[config.mk]
export PLATFORM = sky130hd
export DESIGN_NAME = wb_commit_unit
export DESIGN_NICKNAME = d
export VERILOG_FILES = /design/src/rtl/wb_commit_unit_pkg.sv /design/src/rtl/wb_commit_fifo.sv /design/src/rtl/wb_commit_unit.sv
export SDC_FILE = /design/constraint.sdc
export NUM_CORES = 1
export LEC_CHECK = 0
export ABC_AREA = 1
export BUFFER_PORTS_ARGS = -buffer_cell sky130_fd_sc_hd__buf_4
export CAP_MARGIN = 25
export CORE_ASPECT_RATIO = 0.5
export CORE_MARGIN = 5
export CORE_UTILIZATION = 55
export DETAILED_ROUTE_END_ITERATION = 8
export PLACE_DENSITY = 0.83
export SLEW_MARGIN = 20
export SYNTH_ARGS = -nofsm -noshare
export SYNTH_HDL_FRONTEND = slang
export SYNTH_SLANG_ARGS = --single-unit
[constraint.sdc]
create_clock -name clk -period 7.03 [get_ports clk]
set_clock_uncertainty 0.05 [all_clocks]
set_input_delay 1.406 -clock clk [delete_from_list [all_inputs] [get_ports clk]]
set_output_delay 1.406 -clock clk [all_outputs]
set_load 0.02 [all_outputs]
[src/rtl/wb_commit_unit_pkg.sv]
// Shared types and constants for the writeback commit unit.
// Covers the default datapath width, the register index width and the multi-cycle commit entry.
package wb_commit_unit_pkg;

    localparam int unsigned WIDTH_DEF = 32;
    localparam int unsigned REG_W     = 5;

    localparam logic RES_ALU = 1'b0;
    localparam logic RES_MEM = 1'b1;

    typedef struct packed {
        logic [REG_W-1:0]     rd;
        logic                 is_float;
        logic [WIDTH_DEF-1:0] data;
    } mc_entry_t;

endpackage

[src/rtl/wb_commit_fifo.sv]
// Small synchronous FIFO that holds late multi-cycle results until a write port frees up.
// Pop is gated by the parent. The head is read from registered storage, so an entry cannot leave in the cycle it is pushed.
module wb_commit_fifo
    import wb_commit_unit_pkg::*;
#(
    parameter int unsigned DEPTH = 2,
    parameter type entry_t = mc_entry_t
) (
    input  logic                       clk,
    input  logic                       rst,
    input  logic                       push,
    input  entry_t                     push_entry,
    input  logic                       pop,
    output entry_t                     head,
    output logic [$clog2(DEPTH):0]     count,
    output logic                       full,
    output logic                       empty
);

    localparam int unsigned PTR_W = (DEPTH > 1) ? $clog2(DEPTH) : 1;
    localparam int unsigned CNT_W = $clog2(DEPTH) + 1;

    logic [PTR_W-1:0] wr_ptr;
    logic [PTR_W-1:0] rd_ptr;
    entry_t           mem [DEPTH];
    logic             do_push;
    logic             do_pop;

    assign full    = (count == CNT_W'(DEPTH));
    assign empty   = (count == '0);
    assign do_push = push && !full;
    assign do_pop  = pop && !empty;
    assign head    = mem[rd_ptr];

    always_ff @(posedge clk or posedge rst) begin
        if (rst) begin
            wr_ptr <= '0;
            rd_ptr <= '0;
            count  <= '0;
        end else begin
            if (do_push) wr_ptr <= wr_ptr + PTR_W'(1);
            if (do_pop)  rd_ptr <= rd_ptr + PTR_W'(1);
            case ({do_push, do_pop})
                2'b10:   count <= count + CNT_W'(1);
                2'b01:   count <= count - CNT_W'(1);
                default: count <= count;
            endcase
        end
    end

    // The storage has no reset: the pointers and the count alone decide which entries are valid.
    always_ff @(posedge clk) begin
        if (do_push) mem[wr_ptr] <= push_entry;
    end

endmodule

[src/rtl/wb_commit_unit.sv]
// Writeback commit unit: selects the pipeline result and drives the registered integer and float RF write ports.
// Multi-cycle results are merged through a FIFO that drains into a port the pipeline leaves idle.
module wb_commit_unit
    import wb_commit_unit_pkg::*;
#(
    parameter int unsigned WIDTH    = WIDTH_DEF,
    parameter int unsigned MC_DEPTH = 2
) (
    input  logic                        clk,
    input  logic                        rst,
    input  logic                        RegWriteW,
    input  logic                        ResultSrcW,
    input  logic                        WD3SrcW,
    input  logic                        floatingWriteW,
    input  logic [WIDTH-1:0]            ALUResultW,
    input  logic [WIDTH-1:0]            ReadDataW,
    input  logic [WIDTH-1:0]            PCPlus4W,
    input  logic [4:0]                  RdW,
    input  logic                        mc_valid,
    output logic                        mc_ready,
    input  logic [4:0]                  mc_rd,
    input  logic                        mc_float,
    input  logic [WIDTH-1:0]            mc_data,
    output logic                        int_we,
    output logic [4:0]                  int_waddr,
    output logic [WIDTH-1:0]            int_wdata,
    output logic                        fp_we,
    output logic [4:0]                  fp_waddr,
    output logic [WIDTH-1:0]            fp_wdata,
    output logic                        mc_pending,
    output logic [$clog2(MC_DEPTH):0]   mc_count
);

    typedef struct packed {
        logic [REG_W-1:0] rd;
        logic             is_float;
        logic [WIDTH-1:0] data;
    } commit_entry_t;

    commit_entry_t    push_entry;
    commit_entry_t    head;
    logic             fifo_full;
    logic             fifo_empty;
    logic             pop;
    logic [WIDTH-1:0] pipe_result;
    logic             pipe_int;
    logic             pipe_fp;
    logic             drain_int;
    logic             drain_fp;

    assign push_entry = '{rd: mc_rd, is_float: mc_float, data: mc_data};

    wb_commit_fifo #(
        .DEPTH   (MC_DEPTH),
        .entry_t (commit_entry_t)
    ) u_fifo (
        .clk        (clk),
        .rst        (rst),
        .push       (mc_valid && mc_ready),
        .push_entry (push_entry),
        .pop        (pop),
        .head       (head),
        .count      (mc_count),
        .full       (fifo_full),
        .empty      (fifo_empty)
    );

    assign mc_ready   = !fifo_full;
    assign mc_pending = !fifo_empty;

    always_comb begin
        pipe_result = ALUResultW;
        if (WD3SrcW)
            pipe_result = PCPlus4W;
        else if (ResultSrcW == RES_MEM)
            pipe_result = ReadDataW;
    end

    // The pipeline claims a port only on an effective write; an x0 write leaves the integer port free.
    always_comb begin
        pipe_int  = RegWriteW && !floatingWriteW && (RdW != '0);
        pipe_fp   = RegWriteW && floatingWriteW;
        pop       = !fifo_empty && (head.is_float ? !pipe_fp : !pipe_int);
        drain_int = pop && !head.is_float && (head.rd != '0);
        drain_fp  = pop && head.is_float;
    end

    always_ff @(posedge clk or posedge rst) begin
        if (rst) begin
            int_we    <= 1'b0;
            int_waddr <= '0;
            int_wdata <= '0;
            fp_we     <= 1'b0;
            fp_waddr  <= '0;
            fp_wdata  <= '0;
        end else begin
            int_we <= pipe_int || drain_int;
            if (pipe_int) begin
                int_waddr <= RdW;
                int_wdata <= pipe_result;
            end else if (drain_int) begin
                int_waddr <= head.rd;
                int_wdata <= head.data;
            end

            fp_we <= pipe_fp || drain_fp;
            if (pipe_fp) begin
                fp_waddr <= RdW;
                fp_wdata <= pipe_result;
            end else if (drain_fp) begin
                fp_waddr <= head.rd;
                fp_wdata <= head.data;
            end
        end
    end

endmodule

==> results.toml, run 1 <==
[yosys]
synth_cells = 797
syn_area_per_cell_um2 = 9.033
ys_seq_area_frac = 0.5951
ys_ff_latch = 156
syn_nets = 944
yosys_warnings = 0
syn_area_um2 = 7199
ys_types = 24

[clock_tree]
cts_made_buffers = 17
insertion_delay_ns = 0.42
cts.sinks = 156
cts.clk_slew.worst_paths_ns = 0.07
cts_root_buf = "clkbuf_16"
htree_levels = 4
cts_resized = 0
cts_hold_buf = 0
post-cts-setup-buffers = 0
cts_tree = "yes"
clockBufferDepth = 2

[final_layout]
final_nets = 1145
antenna_cells = 0
drive_gt1_frac = 0.2977
area_growth_pct = 32.33

[floorplanning]
die_area_um2 = 15620
die_y_um = 90.90
start_util = 0.5653
row_count = 29
ioPinCount = 226
coreArea_um2 = 12740
die_x_um = 171.8

[setup_path]
rr_startpoint = "u_fifo.rd_ptr$_DFFE_PP0P_"
path_class = "primary input to register"
cp_max_fo = 40
r2r_cells = 8
cp-end-kind = "register"
worstSetupStartpointType = "primary input"
r2r-end = "int_wdata[0]$_DFFE_PP0P_"
worstPathRequired_ns = 7.28
rrSetupSlack_ns = 3.69
critPathArrivalTime_ns = 3.75

[grt]
grt.met1_usage = 0.3661
grt_overflow = 0
grt_max_degree = 112
antenna_found_initial = 0
grt_use_met3 = 0.04679
track_usage = 0.2710
use_met2 = 0.4459
busiest_layer = "met2"
grt_pass1_vias = 6315
grt_pass1_wl_mm = 33.04

[sta]
relSlewSlack = 0.3054
setup_violations = 0
fin_tns_setup_ns = 0
fin_crit_ns = 3.497
drv_slew = 0
rsz0062_at_grt = "no"
worst_pin_slew_ns = 1.038
final_hold_viol_count = 0
max_freq_ghz = 0.2860
period_share = 0.4974

[pwr]
power_per_cell_area_nw_per_um2 = 439.2
static-leakage-power_uw = 0.004516
seqPwrFrac = 0.353
swShare = 0.4134
p_total_uw = 4184
p_sw_uw = 1730
p_clk_frac = 0.207
max-vdd-ir-drop_uv = 231.4
p_int_uw = 2454
combPwrFrac = 0.440

[routing]
routed-via-count = 6519
wl_mm = 21.60
firstDrtPassIters = 5
ant_nets = 0
first_iter_violations = 746
wl_per_cell_um = 18.29
drc_errors = 0
vias_per_cell = 5.520

[place]
io_buffer_count = 225
gp_congestion = 0.8878
dpl.hpwl_mm = 13.90

[min_path]
hp-class = "register to register"
min_to = "fp_wdata[12]$_DFFE_PP0P_"
min_from = "fp_wdata[12]$_DFFE_PP0P_"
worstHoldPathCells = 2

[outcome]
status = "finished clean"

[run]
cap_violations = 0
[critical path, cell delays in order]
cell and delay [ns]:
buf_4 0.12, nand2_2 0.68, inv_1 0.30, a21oi_1 0.26, o21ai_0 0.16, inv_1 0.13
ha_1 0.28, a21oi_1 0.13, o21ai_0 0.11, xor2_1 0.15
[logic make-up (layout without fill, tap and decap cells)]
group | after synthesis | after routing | synth area share
xor+xnor | 2 | 2 | 0.002434
simple gates | 461 | 461 | 0.2656
compound gates | 109 | 109 | 0.08742
flops | 156 | 156 | 0.5951
fa+ha+maj | 1 | 1 | 0.001738
buf+inv | 68 | 282 | 0.04779
[cell usage after synthesis, drive strengths merged]
cell type	instances	area [um^2]
nand2	366	1449
nand3	72	360.4
nor3	5	25.02
xnor2	1	8.760
o22ai	1	6.260
nand4	1	6.260
xor2	1	8.760
a21oi	4	20.02
inv	17	63.81
edfxtp	76	2282
clkbuf	25	93.84
ha	1	12.51
o21ai	71	355.3
nor2	17	71.32
o211ai	32	240.2
a211oi	1	7.510
dfrtp	80	2002
buf	26	186.4
[layout make-up]
cell class              count  area (um^2)
multi-input cells         573         2596
well taps                 170        212.7
clock inverters            10        61.31
inverters                  17        65.06
fillers                   899         3209
flip-flops and latches    156         4284
repair buffers            233         1821
clock buffers              22        486.7
[per-stage QoR]
step | std cells | utilization | setup WS [ns] | cell area (um^2) | hold WS [ns]
2_1_floorplan | 797 | - | 3.414 | 7199 | 0.4346
3_3_place_gp | 1144 | 0.6964 | 3.092 | 8870 | 0.4281
3_5_place_dp | 1147 | 0.7010 | 2.999 | 8927 | 0.4389
4_1_cts | 1179 | 0.7440 | 3.374 | 9475 | 0.4517
5_1_grt | 1181 | 0.7480 | 3.354 | 9527 | 0.4728
6_report | 1181 | 0.7480 | 3.533 | 9527 | 0.4524
[per-layer routing]
layer / part of all wire / vias to the layer above
met2: 0.49 / 357
met4: 0.027 / 0
met5: 0 / -
met3: 0.088 / 56
li1: - / 3055
met1: 0.39 / 3051
[sequential cells by signal, indices dropped and copies added (netlist names)]
signal and count:
int_wdata 32, fp_we 1, u_fifo.wr_ptr 1, u_fifo.mem 76
u_fifo.rd_ptr 1, fp_wdata 32, u_fifo.count 2, int_waddr 5
fp_waddr 5, int_we 1
[worst max path at each step]
stage | slack [ns] | from | cells past startpoint | to
finish | 3.53 | RegWriteW | 10 | u_fifo.count[1]$_DFFE_PP0P_
global route | 3.35 | RegWriteW | 10 | u_fifo.count[1]$_DFFE_PP0P_
CTS | 3.37 | RdW[2] | 7 | int_wdata[0]$_DFFE_PP0P_
detailed placement | 3.00 | RdW[2] | 7 | int_wdata[2]$_DFFE_PP0P_
global placement | 3.09 | RdW[2] | 7 | int_wdata[31]$_DFFE_PP0P_
floorplan | 3.41 | mc_valid | 2 | u_fifo.mem[1][0]$_DFFE_PP_
[cell usage in the layout, fill, tap and decap left out]
master	count
buf_6	1
buf_16	2
a211oi_1	1
o21ai_0	57
o21ai_1	14
nor2_4	3
ha_1	1
clkinv_2	5
clkinvlp_4	1
clkbuf_16	19
xor2_1	1
nand3_1	72
nor3_1	5
inv_4	4
dfrtp_1	80
nand2_4	1
a21oi_1	4
clkinv_4	1
o211ai_1	32
buf_8	2
nor2_1	14
nand2_2	31
inv_1	13
clkbuf_1	3
buf_12	1
buf_4	227
o22ai_1	1
nand2_1	334
edfxtp_1	76
xnor2_1	1
inv_2	3
nand4_1	1
[power groups by stage]
stage / Combinational (uW) / Sequential (uW) / Clock (uW)
finish: 1840 / 1480 / 866
global route: 2010 / 1500 / 910
CTS: 1840 / 1470 / 867
detailed placement: 1810 / 1480 / 0
global placement: 1730 / 1480 / 0
floorplan: 882 / 1730 / 0
No activity file was read; power rests on OpenSTA's default activity.
==> run 2: changes to the inputs <==
--- a/config.mk
+++ b/config.mk
@@ -10,9 +10,9 @@
 export CAP_MARGIN = 25
 export CORE_ASPECT_RATIO = 0.5
 export CORE_MARGIN = 5
-export CORE_UTILIZATION = 55
+export CORE_UTILIZATION = 46
 export DETAILED_ROUTE_END_ITERATION = 8
-export PLACE_DENSITY = 0.83
+export PLACE_DENSITY = 0.74
 export SLEW_MARGIN = 20
 export SYNTH_ARGS = -nofsm -noshare
 export SYNTH_HDL_FRONTEND = slang
==> constraint.sdc (replaced) <==
create_clock -name clk -period 2.9 [get_ports clk]
set_clock_uncertainty 0.05 [all_clocks]
set_input_delay 0.58 -clock clk [delete_from_list [all_inputs] [get_ports clk]]
set_output_delay 0.58 -clock clk [all_outputs]
set_load 0.02 [all_outputs]
==> run 2 against run 1 <==
  * Clock power rose to 2.7 times the previous value
  * Design area up 1.6%
  * Count of clock-buffer cells in the layout down 5
  * Via count down 2.3%
  * Largest power group unchanged
  * Combinational power up 150%
  * Worst setup slack worse by 2.9 ns
  * Non-clock buffer count up 8
  * Global-route usage down 3.4 points
  * Die area up 18%
  * Utilization down 12 points
==> results.toml, run 2 (synthesis gave the netlist of run 1 again) <==
[clock_tree]
post-cts-setup-buffers = 0
clockBufferDepth = 2
cts.clk_slew.worst_paths_ns = 0.07
cts.sinks = 156
cts_tree = "yes"
cts_made_buffers = 17
htree_levels = 4
cts_resized = 0
insertion_delay_ns = 0.42
cts_root_buf = "clkbuf_16"
cts_hold_buf = 0

[routing]
drc_errors = 0
first_iter_violations = 425
ant_nets = 0
routed-via-count = 6372
vias_per_cell = 5.210
wl_per_cell_um = 17.79
firstDrtPassIters = 5
wl_mm = 21.76

[sta]
final_hold_viol_count = 0
rsz0062_at_grt = "no"
drv_slew = 0
whs_ns = 0.1884
relSlewSlack = 0.4920
max_freq_ghz = 0.4348
setup_violations = 0
period_share = 0.7930
fin_tns_setup_ns = 0
fin_crit_ns = 2.300
worst_pin_slew_ns = 0.7620

[grt]
grt_max_degree = 77
antenna_found_initial = 0
busiest_layer = "met2"
grt_use_met3 = 0.05343
grt.met1_usage = 0.3222
grt_pass1_vias = 6406
grt_pass1_wl_mm = 34.30
track_usage = 0.2375
use_met2 = 0.3778
grt_overflow = 0

[final_layout]
multi_input_area_um2 = 2594
final_nets = 1153
final_common_cell = "nand2_1"
area_growth_pct = 34.45
register_area_um2 = 4284
largest_register_ffs = 76
drive_gt1_frac = 0.3042
largest-register = "u_fifo.mem"
reg_top3 = "u_fifo.mem (76), fp_wdata (32), int_wdata (32)"
nFillCells = 1340
final_cell_mix = "nand2_1, buf_4, dfrtp_1, edfxtp_1, nand3_1"
antenna_cells = 0

[floorplanning]
start_util = 0.4683
die_x_um = 186.9
die_area_um2 = 18400
die_y_um = 98.46
ioPinCount = 226
row_count = 32
coreArea_um2 = 15370

[setup_path]
worstPathRequired_ns = 3.15
cp-end-kind = "register"
crit_chain = "buf_4 > nand2_1 > nand2_2 > a21oi_1 > o21ai_0 > inv_1 > ha_1 > a21oi_1 > o21ai_0 > xor2_1"
cp_max_fo = 40
path_class = "register to register"
critPathMaxStageDelay_ns = 0.44
critPathArrivalTime_ns = 2.54
cp_top_family = "buffers and inverters"
path_buf_inv = 2
worstSetupStartpointType = "register"
crit_slowest_cell = "buf_4"

[place]
dpl.hpwl_mm = 15.40
io_buffer_count = 225
gp_congestion = 0.8943

[run]
cap_violations = 0

[pwr]
power_per_cell_area_nw_per_um2 = 1076
static-leakage-power_uw = 0.004566
max-vdd-ir-drop_uv = 668.2

[outcome]
status = "finished clean"

[min_path]
hp-class = "primary input to async pin"
-- run 2: changes by cell type in the layout (fill, tap and decap cells not counted), sizes merged --
| cell | delta |
|---|---|
| clkbuf | -5 |
| bufinv | +3 |
| buf | +8 |
| inv | +1 |
| clkinvlp | +1 |
-- run 2: cell type report --
type	count	area share
clock inverters	15	0.01900
flip-flops and latches	156	0.4426
well taps	204	0.02637
clock buffers	17	0.04395
inverters	17	0.006722
multi-input cells	573	0.2680
repair buffers	241	0.1934
-- run 2: stage by stage --
step	worst slack [ns]	power [uW]	std cells	area [um^2]	util
after floorplan	0.2183	6319	797	7204	-
after CTS	0.6204	10450	1223	9679	0.6296
after global routing	0.4434	11050	1223	9679	0.6296
final	0.6002	10410	1223	9679	0.6296
after global placement	0.5886	8010	1191	9070	0.5899
after detailed placement	0.4910	8142	1191	9070	0.5899
-- run 2: worst register-to-register path, stage by stage, from the launching register on --
cell,delay [ns]
dfrtp_1,0.37
buf_4,0.44
nand2_1,0.13
nand2_2,0.14
a21oi_1,0.07
o21ai_0,0.15
inv_1,0.12
ha_1,0.35
a21oi_1,0.11
o21ai_0,0.11
xor2_1,0.16
-- run 2: routing by layer --
metal	share of wire	routed length, um
met1	0.43	9253
met2	0.48	10360
met3	0.071	1536
met4	0.028	612
met5	0	0
-- run 2: where the power goes --
| group | internal (uW) | switching [uW] | leakage [uW] | total [uW] |
|---|---|---|---|---|
| logic | 1650 | 2900 | 0.00259 | 4540 |
| registers | 3170 | 400 | 0.00168 | 3570 |
| clock network | 1370 | 934 | 0.000293 | 2300 |
-- run 2: worst paths after layout --
| path | startpoint | to | slack, ns | cells after the start |
|---|---|---|---|---|
| worst min register to register | fp_wdata[0]$_DFFE_PP0P_ | fp_wdata[0]$_DFFE_PP0P_ | 0.45 | 2 |
| worst max register to register | u_fifo.rd_ptr$_DFFE_PP0P_ | u_fifo.count[1]$_DFFE_PP0P_ | 0.60 | 10 |
| max in group asynchronous | rst | int_wdata[6]$_DFFE_PP0P_ | 1.91 | 3 |
| worst min-delay path | rst | fp_wdata[21]$_DFFE_PP0P_ | 0.19 | 2 |
| worst max-delay path | u_fifo.rd_ptr$_DFFE_PP0P_ | u_fifo.count[1]$_DFFE_PP0P_ | 0.60 | 10 |
| min in group clk | mc_data[13] | u_fifo.mem[0][13]$_DFFE_PP_ | 0.29 | 1 |
==> run 3: changes to the inputs <==
==> constraint.sdc (replaced) <==
create_clock -name clk -period 2.05 [get_ports clk]
set_clock_uncertainty 0.05 [all_clocks]
set_input_delay 0.41 -clock clk [delete_from_list [all_inputs] [get_ports clk]]
set_output_delay 0.41 -clock clk [all_outputs]
set_load 0.02 [all_outputs]
==> run 3 against run 2 <==
  * Wire length fell by 2.4%
  * Final cell count rose by 1.3%
  * Utilization rose by 0.90 points
  * Power rose by 41%
  * Non-clock buffer count rose by 16
  * Global-route usage fell by 0.80 points
  * First-iteration DRC count rose by 9.2%
  * Count of clock-buffer cells in the layout rose by 2
  * Combinational power rose by 44%
  * Sequential power rose by 41%
  * Via count fell by 0.71%
  * Critical path type unchanged
  * Largest cell class unchanged
==> results.toml, run 3 (synthesis gave the netlist of run 1 again) <==
[outcome]
status = "finished clean"

[floorplanning]
die_x_um = 186.9
ioPinCount = 226
die_y_um = 98.46
start_util = 0.4683
row_count = 32
die_area_um2 = 18400
coreArea_um2 = 15370

[sta]
rsz0062_at_grt = "no"
final_hold_viol_count = 0
period_share = 0.9247
relSlewSlack = 0.5979
setup_ws_ns = 0.1543
worst_pin_slew_ns = 0.6020
setup_violations = 0
drv_slew = 0
max_freq_ghz = 0.5275
fin_crit_ns = 1.896

[clock_tree]
cts.clk_slew.worst_paths_ns = 0.06
cts_made_buffers = 17
insertion_delay_ns = 0.41
cts_resized = 0
htree_levels = 4
cts_tree = "yes"
post-cts-setup-buffers = 0
clockBufferDepth = 2
cts_hold_buf = 0
cts.sinks = 156
cts_root_buf = "clkbuf_16"

[final_layout]
largest-register = "u_fifo.mem"
final_common_cell = "nand2_1"
final_nets = 1169
largest_register_ffs = 76
reg_top3 = "u_fifo.mem (76), fp_wdata (32), int_wdata (32)"
area_growth_pct = 36.37
drive_gt1_frac = 0.3159
final_cell_mix = "nand2_1, buf_4, dfrtp_1, edfxtp_1, nand3_1"
antenna_cells = 0
fin_area_um2 = 9818

[routing]
vias_per_cell = 5.107
first_iter_violations = 464
drc_errors = 0
ant_nets = 0
wl_mm = 21.25
routed-via-count = 6327
firstDrtPassIters = 5
wl_per_cell_um = 17.15

[setup_path]
crit_chain = "inv_1 > nand2_1 > inv_1 > a21oi_1 > o21ai_2 > inv_1 > ha_1 > a21oi_1 > o21ai_0 > xor2_1"
rrSetupSlack_ns = 0.15
cp-end-kind = "register"
path_class = "register to register"
worstSetupStartpointType = "register"
worstPathRequired_ns = 2.29
critPathArrivalTime_ns = 2.13
cp_max_fo = 5
cpMostUsedCell = "inv_1"
critPathMaxStageDelay_ns = 0.42
crit_slowest_cell = "dfrtp_1"

[place]
detailed_place.area_um2 = 9243
dpl.hpwl_mm = 15.28
gp_congestion = 0.8307
dp_slack_ns = -0.09003
io_buffer_count = 225

[min_path]
hp-class = "primary input to async pin"

[pwr]
static-leakage-power_uw = 0.004637
power_per_cell_area_nw_per_um2 = 1495
p_total_uw = 14670
max-vdd-ir-drop_uv = 984.3

[grt]
grt_pass1_wl_mm = 33.47
grt_max_degree = 65
grt_overflow = 0
grt.met1_usage = 0.3080
use_met2 = 0.3868
antenna_found_initial = 0
track_usage = 0.2294
grt_use_met3 = 0.04742
grt_pass1_vias = 6267
busiest_layer = "met2"

[run]
cap_violations = 0
==> run 3: path summary, 6_finish.rpt <==
| path | endpoint | from | depth (start not counted) |
|---|---|---|---|
| max | u_fifo.count[1]$_DFFE_PP0P_ | u_fifo.count[0]$_DFFE_PP0P_ | 10 |
| min | int_wdata[25]$_DFFE_PP0P_ | rst | 2 |
| max reg2reg | u_fifo.count[1]$_DFFE_PP0P_ | u_fifo.count[0]$_DFFE_PP0P_ | 10 |
| min reg2reg | fp_wdata[15]$_DFFE_PP0P_ | fp_wdata[15]$_DFFE_PP0P_ | 2 |
| max in group asynchronous | fp_wdata[15]$_DFFE_PP0P_ | rst | 3 |
| min in group clk | u_fifo.mem[0][20]$_DFFE_PP_ | mc_data[20] | 1 |
==> run 3: layout make-up <==
class                      count  area [um^2]
timing repair buffer         257         2042
clock buffer                  19        442.9
tap                          204        255.2
multi-input combinational    573         2597
fill                        1296         5557
inverter                      17        67.56
clock inverter                13        128.9
sequential                   156         4284
==> run 3: per-stage QoR <==
stage	cells	setup TNS, ns	hold WS [ns]	utilization
2_1_floorplan	797	-27.34	0.4535	-
3_3_place_gp	1207	-0.06837	0.4276	0.6012
3_5_place_dp	1207	-0.09003	0.4339	0.6012
4_1_cts	1239	0	0.02666	0.6383
5_1_grt	1239	0	0.05266	0.6386
6_report	1239	0	0.01543	0.6386
==> run 3: metal layers <==
| metal | up-vias | routed length [um] |
|---|---|---|
| met2 | 213 | 10420 |
| met1 | 2986 | 9179 |
| met3 | 23 | 1343 |
| met4 | 0 | 301 |
| li1 | 3105 | - |
| met5 | - | 0 |
==> run 3: power by group <==
part | total, uW | switching [uW] | internal (uW)
registers | 5050 | 575 | 4480
logic | 6550 | 4060 | 2500
clock network | 3070 | 1340 | 1730
==> run 3: critical path: cells and delay by family (launching register included) <==
family,cells,cell delay [ns]
flip-flops,1,0.42
AND/OR/NAND/NOR,1,0.17
buffers and inverters,3,0.26
adder cells (fa/ha/maj),1,0.24
AO/OA/AOI/OAI,4,0.48
XOR/XNOR,1,0.16
